--- config.mk ---
export PLATFORM = sky130hd
export DESIGN_NAME = if_fetch_unit_flat
export DESIGN_NICKNAME = d
export VERILOG_FILES = /design/src/rtl/if_fetch_unit_pkg.sv /design/src/rtl/if_fetch_unit_if.sv /design/src/rtl/if_fetch_unit.sv /design/src/flat_wrapper.sv
export SDC_FILE = /design/constraint.sdc
export NUM_CORES = 1
export LEC_CHECK = 0
export ABC_AREA = 1
export BUFFER_PORTS_ARGS = -buffer_cell sky130_fd_sc_hd__clkbuf_2
export CAP_MARGIN = 25
export CORE_MARGIN = 3
export CORE_UTILIZATION = 53
export CTS_CLUSTER_SIZE = 24
export DETAILED_ROUTE_END_ITERATION = 16
export HOLD_SLACK_MARGIN = 0.15
export PLACE_DENSITY = 0.81
export SYNTH_ARGS = -nofsm -noshare
export SYNTH_HDL_FRONTEND = slang
export SYNTH_SLANG_ARGS = --single-unit
--- constraint.sdc ---
create_clock -name clk -period 4.1 [get_ports clk]
set_clock_uncertainty 0.1 [all_clocks]
set_input_delay 0.615 -clock clk [delete_from_list [all_inputs] [get_ports clk]]
set_output_delay 0.615 -clock clk [all_outputs]
set_load 0.03 [all_outputs]
--- src/rtl/if_fetch_unit_pkg.sv ---
// if_fetch_unit_pkg: fetch FSM encoding and PC constants shared by the IF stage and the branch unit
package if_fetch_unit_pkg;
   typedef enum logic [1:0] {REQ = 2'd0, HOLD = 2'd1, DRAIN = 2'd2} fetch_state_t;
   localparam logic [31:0] NOP_INSTR = 32'h0;
   localparam logic [31:0] DEFAULT_PC_STEP = 32'd4;
   localparam logic [31:0] DEFAULT_RESET_PC = 32'h0000_0000;
endpackage

--- src/rtl/if_fetch_unit_if.sv ---
// if_fetch_unit_if: instruction memory req/ack bus
interface if_fetch_unit_if;
   logic imem_req;
   logic [31:0] imem_addr;
   logic imem_ack;
   logic [31:0] imem_rdata;
   modport master(output imem_req, imem_addr, input imem_ack, imem_rdata);
   modport slave(input imem_req, imem_addr, output imem_ack, imem_rdata);
endinterface

--- src/rtl/if_fetch_unit.sv ---
// if_fetch_unit: PC owner and instruction fetcher feeding the IF/ID register
module if_fetch_unit
   import if_fetch_unit_pkg::*;
#(
   parameter logic [31:0] RESET_PC = DEFAULT_RESET_PC,
   parameter logic [31:0] PC_STEP = DEFAULT_PC_STEP
) (
   input logic clk,
   input logic rst,
   if_fetch_unit_if.master imem,
   input logic freeze,
   input logic branch_taken,
   input logic [31:0] branch_addr,
   output logic [31:0] pc_out,
   output logic [31:0] instruction_out,
   output logic fetch_valid
);
   fetch_state_t state, state_n;
   logic [31:0] pc, pc_n, req_addr, hold_instr, hold_n, pc_inc;
   assign pc_inc = pc + PC_STEP;
   always_ff @(posedge clk or posedge rst) begin
      if (rst) begin
         state <= REQ;
         pc <= RESET_PC;
         req_addr <= RESET_PC;
         hold_instr <= NOP_INSTR;
      end else begin
         state <= state_n;
         pc <= pc_n;
         req_addr <= state == REQ ? pc : req_addr;
         hold_instr <= hold_n;
      end
   end
   always_comb begin
      state_n = state;
      pc_n = pc;
      hold_n = hold_instr;
      case (state)
         REQ: begin
            if (branch_taken) begin
               pc_n = branch_addr;
               state_n = imem.imem_ack ? REQ : DRAIN;
            end else if (imem.imem_ack && freeze) begin
               hold_n = imem.imem_rdata;
               state_n = HOLD;
            end else if (imem.imem_ack) begin
               pc_n = pc_inc;
            end
         end
         HOLD: begin
            pc_n = branch_taken ? branch_addr : freeze ? pc : pc_inc;
            state_n = branch_taken || !freeze ? REQ : HOLD;
         end
         default: begin
            pc_n = branch_taken ? branch_addr : pc;
            state_n = imem.imem_ack ? REQ : DRAIN;
         end
      endcase
   end
   // DRAIN keeps presenting the abandoned address so the bus address stays stable until ack
   assign imem.imem_req = state != HOLD;
   assign imem.imem_addr = state == DRAIN ? req_addr : pc;
   assign fetch_valid = ((state == REQ && imem.imem_ack) || state == HOLD) && !branch_taken;
   assign instruction_out = !fetch_valid ? NOP_INSTR : state == HOLD ? hold_instr : imem.imem_rdata;
   assign pc_out = fetch_valid ? pc_inc : 32'h0;
endmodule

--- src/flat_wrapper.sv ---
// flat-port wrapper written by rule: the top's interface ports become plain ports
module if_fetch_unit_flat import if_fetch_unit_pkg::*;
#(
   parameter logic [31:0] RESET_PC = DEFAULT_RESET_PC,
   parameter logic [31:0] PC_STEP = DEFAULT_PC_STEP
)
  (clk, rst, freeze, branch_taken, branch_addr, pc_out, instruction_out, fetch_valid, imem_imem_req, imem_imem_addr, imem_imem_ack, imem_imem_rdata);
  if_fetch_unit_if imem_i ();
  input logic clk;
  input logic rst;
  input logic freeze;
  input logic branch_taken;
  input logic [31:0] branch_addr;
  output logic [31:0] pc_out;
  output logic [31:0] instruction_out;
  output logic fetch_valid;
  output wire logic [$bits(imem_i.imem_req)-1:0] imem_imem_req;
  output wire logic [$bits(imem_i.imem_addr)-1:0] imem_imem_addr;
  input wire logic [$bits(imem_i.imem_ack)-1:0] imem_imem_ack;
  input wire logic [$bits(imem_i.imem_rdata)-1:0] imem_imem_rdata;
  assign imem_imem_req = imem_i.imem_req;
  assign imem_imem_addr = imem_i.imem_addr;
  assign imem_i.imem_ack = imem_imem_ack;
  assign imem_i.imem_rdata = imem_imem_rdata;
  if_fetch_unit #(.RESET_PC(RESET_PC), .PC_STEP(PC_STEP)) u_core (.clk(clk), .rst(rst), .imem(imem_i), .freeze(freeze), .branch_taken(branch_taken), .branch_addr(branch_addr), .pc_out(pc_out), .instruction_out(instruction_out), .fetch_valid(fetch_valid));
endmodule
==> results of run 1 <==
-- cell type report --
class,instances,area (µm²)
well taps,136,170.2
fillers,944,3596
multi-input cells,608,2816
repair buffers,175,898.4
inverters,100,377.9
flip-flops and latches,98,2452
clock buffers,14,162.7
clock inverters,2,35.03
-- state kept, by name (all words and copies together), names as in the netlist --
signal,count
u_core.hold_instr,32
u_core.pc,32
u_core.req_addr,32
u_core.state,2
-- per-layer routing --
layer	part of all wire [%]	vias to the layer above	global-route usage (%)	wire (µm)
met5	0	-	0	0
li1	-	2975	-	-
met2	47	229	39.60	7176
met1	44	2621	33.67	6758
met3	7.4	22	5.186	1136
met4	1.8	0	8.292	269
-- worst reg2reg max path, stage by stage, from the launching register on --
cell and delay, ps:
dfrtp_1 440, nor2_1 130, buf_4 190, inv_1 50
nand2_1 60, nand2_1 50, nand2_1 460, buf_4 420
a21oi_1 130, a21oi_2 160
-- cells in the mapped netlist, types with 2 or more instances --
| cell type | instances |
|---|---|
| nand3_2 | 2 |
| nor2_4 | 7 |
| nand2_1 | 240 |
| clkbuf_2 | 2 |
| nor2_2 | 5 |
| a22oi_1 | 4 |
| nand3_1 | 26 |
| nor2_1 | 82 |
| o21a_1 | 3 |
| o21ai_0 | 140 |
| inv_2 | 3 |
| nand3b_1 | 8 |
| xnor2_1 | 2 |
| o21ai_1 | 8 |
| dfrtp_1 | 98 |
| buf_1 | 2 |
| inv_1 | 97 |
| clkbuf_1 | 24 |
| nand2_2 | 10 |
| a21oi_1 | 58 |
| buf_2 | 16 |
| nand4_1 | 2 |
-- through the flow --
stage               setup slack [ps]  cells  util [%]  power [mW]
floorplan                      822.9    851         -       2.003
global placement                1234   1117     63.90       2.265
detailed placement              1186   1117     63.90       2.288
CTS                             1073   1133     65.78       2.927
global route                   852.1   1133     65.78       3.114
finish                          1045   1133     65.78       2.916
-- power by group through the flow --
stage | clock, mW | combinational [mW] | sequential, mW
global placement | 0 | 0.933 | 1.33
detailed placement | 0 | 0.954 | 1.33
floorplan | 0 | 0.721 | 1.28
CTS | 0.651 | 0.956 | 1.32
finish | 0.643 | 0.951 | 1.32
global route | 0.694 | 1.07 | 1.35
-- how the worst min path moves through the flow --
stage	startpoint	cells after the start	endpoint
floorplan	u_core.hold_instr[0]	2	u_core.hold_instr[0]
global placement	u_core.hold_instr[13]	2	u_core.hold_instr[13]
detailed placement	u_core.hold_instr[21]	2	u_core.hold_instr[21]
CTS	rst	2	u_core.pc[25]
global route	rst	2	u_core.pc[25]
finish	rst	2	u_core.pc[25]
-- cells by family (layout without fill, tap and decap cells) --
group / after synthesis / after routing / synth area share, %
fa+ha+maj: 1 / 1 / 0.2144
buf+inv: 145 / 291 / 9.884
compound gates: 217 / 217 / 19.10
xor+xnor: 3 / 3 / 0.4503
simple gates: 387 / 387 / 28.32
flops: 98 / 98 / 42.02
==> impl_metrics.ini, run 1 <==
[logic_synthesis]
syn_inst = 851
avgSynthCellArea_um2 = 6.857
ys_warn_count = 0
synth-seq-area-share_pct = 42.02
synth_edf_count = 0
synthTopCellsByArea = dfrtp_1 42%, nand2_1 15%, o21ai_0 12%, inv_1 6.2%, nor2_1 5.3%
synth_top_area_cell = dfrtp_1
synth.top_cell.area_share_pct = 42.02
yosysUniqueCellTypes = 34
synthesis.nets = 921
netlist_area_mm2 = 0.005836
async_flop_share_pct = 100.0
ys_ff_latch = 98
synthFlopType = dfrtp_1

[pwr]
power_frac_seq_pct = 45.4
leakagePower_nw = 3.694
cellPowerDensity_mw_per_mm2 = 421.8
pwr-share-comb_pct = 32.6
clock_power_share_pct = 22.0
sw_frac_of_total_pct = 39.45
p_int_mw = 1.765
p_switching_mw = 1.150
ir_worst_vdd_v = 0.0001812

[placed_design]
dp.final_hpwl_um = 11290
gp_congestion = 0.8962
placed_area_mm2 = 0.006715
io_buffers = 166

[clock_tree]
clkSlewWorstSetupHoldPaths_ps = 90
cts_buffers = 9
clock_latency_ps = 370
cts_setup_buffers = 0
ctsHoldBuffers = 0
cts_tree = yes
cts-htree-levels = 3
clock_path_buffers = 2
post_cts_resized = 0
numClockSinks = 98
cts_root_buffer = clkbuf_8

[timing]
slew_headroom_pct = 33.11
drv_slew = 0
setup_viol = 0
period_minus_slack_ps = 3055
tns_ps = 0
worstMarginPinSlew_ps = 999.9
fmax_mhz = 327.4
holdWs_ps = 238.6
finalHoldViolations = 0
rsz0062_at_grt = no
timing.final.crit_share_pct = 74.51

[grt]
antenna_found_initial = 0
grt_pass1_vias = 5292
gr-total-overflow = 0
track_usage_pct = 24.77
grt_pass1_wl_um = 25320
grt_max_degree = 66

[routing]
routed_wl_um = 15340
via_count = 5847
ant_nets = 0
initialDrtViolationCount = 423
vias_per_cell = 5.161
drt-pass1-iter-count = 5
drc = 0
wl_per_cell_um = 13.54

[final_layout]
final_nets = 1062
area_growth_pct = 18.46
antenna_cells = 0
final_common_cell = nand2_1
drive_gt1_share_pct = 22.27
final_cell_mix = 239 x nand2_1, 166 x clkbuf_2, 140 x o21ai_0
fin_area_mm2 = 0.006913

[die]
core-area_mm2 = 0.01051
dieArea_mm2 = 0.01231
die_width_um = 110.9
rows = 37
dieHeight_um = 110.9
initial_core_util_pct = 55.53
io_pins = 167

[critical_path]
setup.worst_path.end_class = primary output
crit_end = imem_imem_addr[29]
path_depth = 4
r2r-start = u_core.state[0]
critical_path_arrival_ps = 2340
worst_path_dominant_cell_family = compound AO/OA/AOI/OAI gates
worst-path-buf-inv = 2
crit_start = u_core.state[0]
cp.required_ps = 3380
critical_path_class = reg -> out
max_stage_delay_ps = 590
rrSetupSlack_ps = 1850
crit_path_start_kind = flop
cp_slowest_cell = o21ai_0
cp_max_fo = 64
crit_chain = inv_1 > nand2_2 > o21ai_0 > clkbuf_2
reg2reg_depth = 9
reg2reg_to = u_core.pc[31]

[run_status]
outcome = complete, no violations

[worst_hold_path]
hold_path_class = in -> async

[run]
maxCapViolCount = 0
Note: power is estimated with default switching activity, not from simulation.
==> run 2: changes to the inputs <==
ABC_AREA = 0   (was 1)
CORE_UTILIZATION = 48   (was 53)
PLACE_DENSITY = 0.77   (was 0.81)
clock period = 2.55 ns   (was 4.1 ns; I/O delays follow)
==> run 2 against run 1 <==
Effect of this change: the flow now finishes with violations (setup timing); hold slack got worse by 67 ps; register-to-register slack got worse by 1500 ps; non-clock buffer count rose by 70; global-route usage rose by 1.0 points; critical path depth rose by 3; worst setup slack got worse by 1300 ps; synthesized cell count fell by 25%; die area rose by 11%; flip-flop and latch count did not move; cell count fell by 13%; power rose by 80%; count of clock-buffer cells in the layout did not move.
==> impl_metrics.ini, run 2 <==
[logic_synthesis]
yosysUniqueCellTypes = 47
yosysMostFrequentCell = dfrtp_1
synthFlopType = dfrtp_1
netlist_area_mm2 = 0.005914
ys_warn_count = 0
synthesis.nets = 711
synth_commonest_cells = 98 x dfrtp_1, 93 x mux2_2, 88 x nand2_1
avgSynthCellArea_um2 = 9.227
synth.top_cell.area_share_pct = 41.46
synthTopCellsByArea = dfrtp_1 41%, mux2_2 18%, nand2_1 5.6%, a21oi_1 4.6%, clkbuf_1 3.0%
synth_top_area_cell = dfrtp_1
async_flop_share_pct = 100.0
synth-seq-area-share_pct = 41.46
synth_edf_count = 0
ys_ff_latch = 98
syn_inst = 641

[clock_tree]
cts-htree-levels = 3
clkSlewWorstSetupHoldPaths_ps = 70
clock_path_buffers = 2
cts_root_buffer = clkbuf_16
clock_latency_ps = 350
cts_buffers = 9
numClockSinks = 98
cts_tree = yes

[die]
die_width_um = 117.0
initial_core_util_pct = 50.50
rows = 39
core-area_mm2 = 0.01171
dieHeight_um = 117.0
io_pins = 167
dieArea_mm2 = 0.01369

[placed_design]
dp.final_hpwl_um = 12070
placedCellCount = 952
gp_congestion = 0.8900
io_buffers = 166

[final_layout]
final_common_cell = clkbuf_2
final_cell_mix = 148 x clkbuf_2, 95 x dfrtp_1, 93 x mux2_2
area_growth_pct = 36.28
reg.largest.list = u_core.hold_instr (32), u_core.pc (32), u_core.req_addr (32)
antenna_cells = 0
final_nets = 903
final_cells = 981
drive_gt1_share_pct = 48.21

[pwr]
cellPowerDensity_mw_per_mm2 = 652.6
leakagePower_nw = 3.580
ir_worst_vdd_v = 0.0003908

[grt]
grt_pass1_wl_um = 27860
track_usage_pct = 25.78
gr-total-overflow = 0
grt_pass1_vias = 5728
antenna_found_initial = 1
grt_max_degree = 99

[critical_path]
crit_path_start_kind = flop
critical_path_class = reg -> out
setup.worst_path.end_class = primary output
cp_max_fo = 13
critical_path_arrival_ps = 2370
cp.required_ps = 2070

[timing]
setup_viol = 15
rsz0062_at_grt = yes
fmax_mhz = 350.4
finalHoldViolations = 0
worst_slack_ps = -304.2
worstMarginPinSlew_ps = 551.2
slew_headroom_pct = 63.25
period_minus_slack_ps = 2854
timing.final.crit_share_pct = 111.9
drv_slew = 0
tns_ps = -3739

[routing]
initialDrtViolationCount = 439
drc = 0
vias_per_cell = 5.953
wl_per_cell_um = 18.05
routed_wl_um = 17710
ant_nets = 0
drt-pass1-iter-count = 5
via_count = 5840

[run_status]
violations = setup timing
outcome = finished, violations left

[worst_hold_path]
hold_path_class = in -> reg

[run]
maxCapViolCount = 0
[run 2: cell types whose count changed after synthesis, moves of 12 or more]
cell	change
a22oi_1	+12
clkbuf_1	+24
inv_1	-88
mux2_2	+93
nand2_1	-152
nor2_1	-43
o211ai_1	+15
o21ai_0	-108
or3_1	+19
[run 2: routing by layer]
layer	up-vias	routed length, µm	track usage [%]	part of all wire [%]
met5	-	13	0	0.073
li1	2681	-	-	-
met4	2	447	11.09	2.5
met3	54	1373	4.936	7.8
met1	2809	7358	32.72	42
met2	294	8514	43.08	48
[run 2: layout make-up]
cell class	instances	area, µm²
clock buffer	14	274.0
multi-input combinational	470	3443
clock inverter	2	35.03
tap	143	178.9
fill	889	3651
timing repair buffer	245	1635
inverter	9	37.54
sequential	98	2456
[run 2: critical path: stages (launching register included)]
cell     delay (ps)
dfrtp_2         400
buf_4           130
nand4_4          90
or4_4           520
buf_8           170
or3_4           390
a21oi_4         180
buf_8           140
[run 2: path summary, 6_finish.rpt]
check | from | end | slack, ps | cells after the start
max | u_core.pc[3] | pc_out[23] | -300 | 7
min | branch_addr[1] | u_core.pc[1] | 170 | 2
max reg2reg | u_core.pc[3] | u_core.pc[23] | 340 | 7
min reg2reg | u_core.req_addr[28] | u_core.req_addr[28] | 400 | 1
max in group asynchronous | rst | u_core.pc[2] | 1300 | 4
min in group asynchronous | rst | u_core.hold_instr[3] | 610 | 4
[run 2: where the power goes]
group	internal [mW]	total [mW]	switching, mW
sequential	1.87	2.06	0.190
combinational	0.762	1.78	1.02
clock	0.841	1.42	0.583
[run 2: cells by family after synthesis]
logic type / count (synthesis) / synth area share [%]
AOI/OAI and AO/OA: 142 / 14.64
xor gates and xnor gates: 16 / 2.369
adders and majority gates: 1 / 0.2115
buffers and inverters: 73 / 5.162
DFF: 98 / 41.46
muxes: 93 / 17.71
and+or+nand+nor: 218 / 18.45
[run 2: what timing repair did]
item                       in CTS  in global routing
hold endpoints to repair      100                  0
resized for setup              53                 31
pin swaps                       8                  6
hold buffers                    3                  0
setup buffers                   8                  4
setup endpoints to repair      18                 21
[run 2: metrics by stage]
stage	instance area, µm²	worst slack (ps)	hold slack [ps]	util (%)	power (mW)
2_1_floorplan	6050	-229.2	356.0	-	3.223
3_3_place_gp	7347	-95.01	383.2	62.74	3.718
3_5_place_dp	7347	-143.8	390.1	62.74	3.788
4_1_cts	7973	-339.7	161.6	68.08	5.257
5_1_grt	8060	-362.7	174.3	68.82	5.518
6_report	8060	-304.2	171.8	68.82	5.260
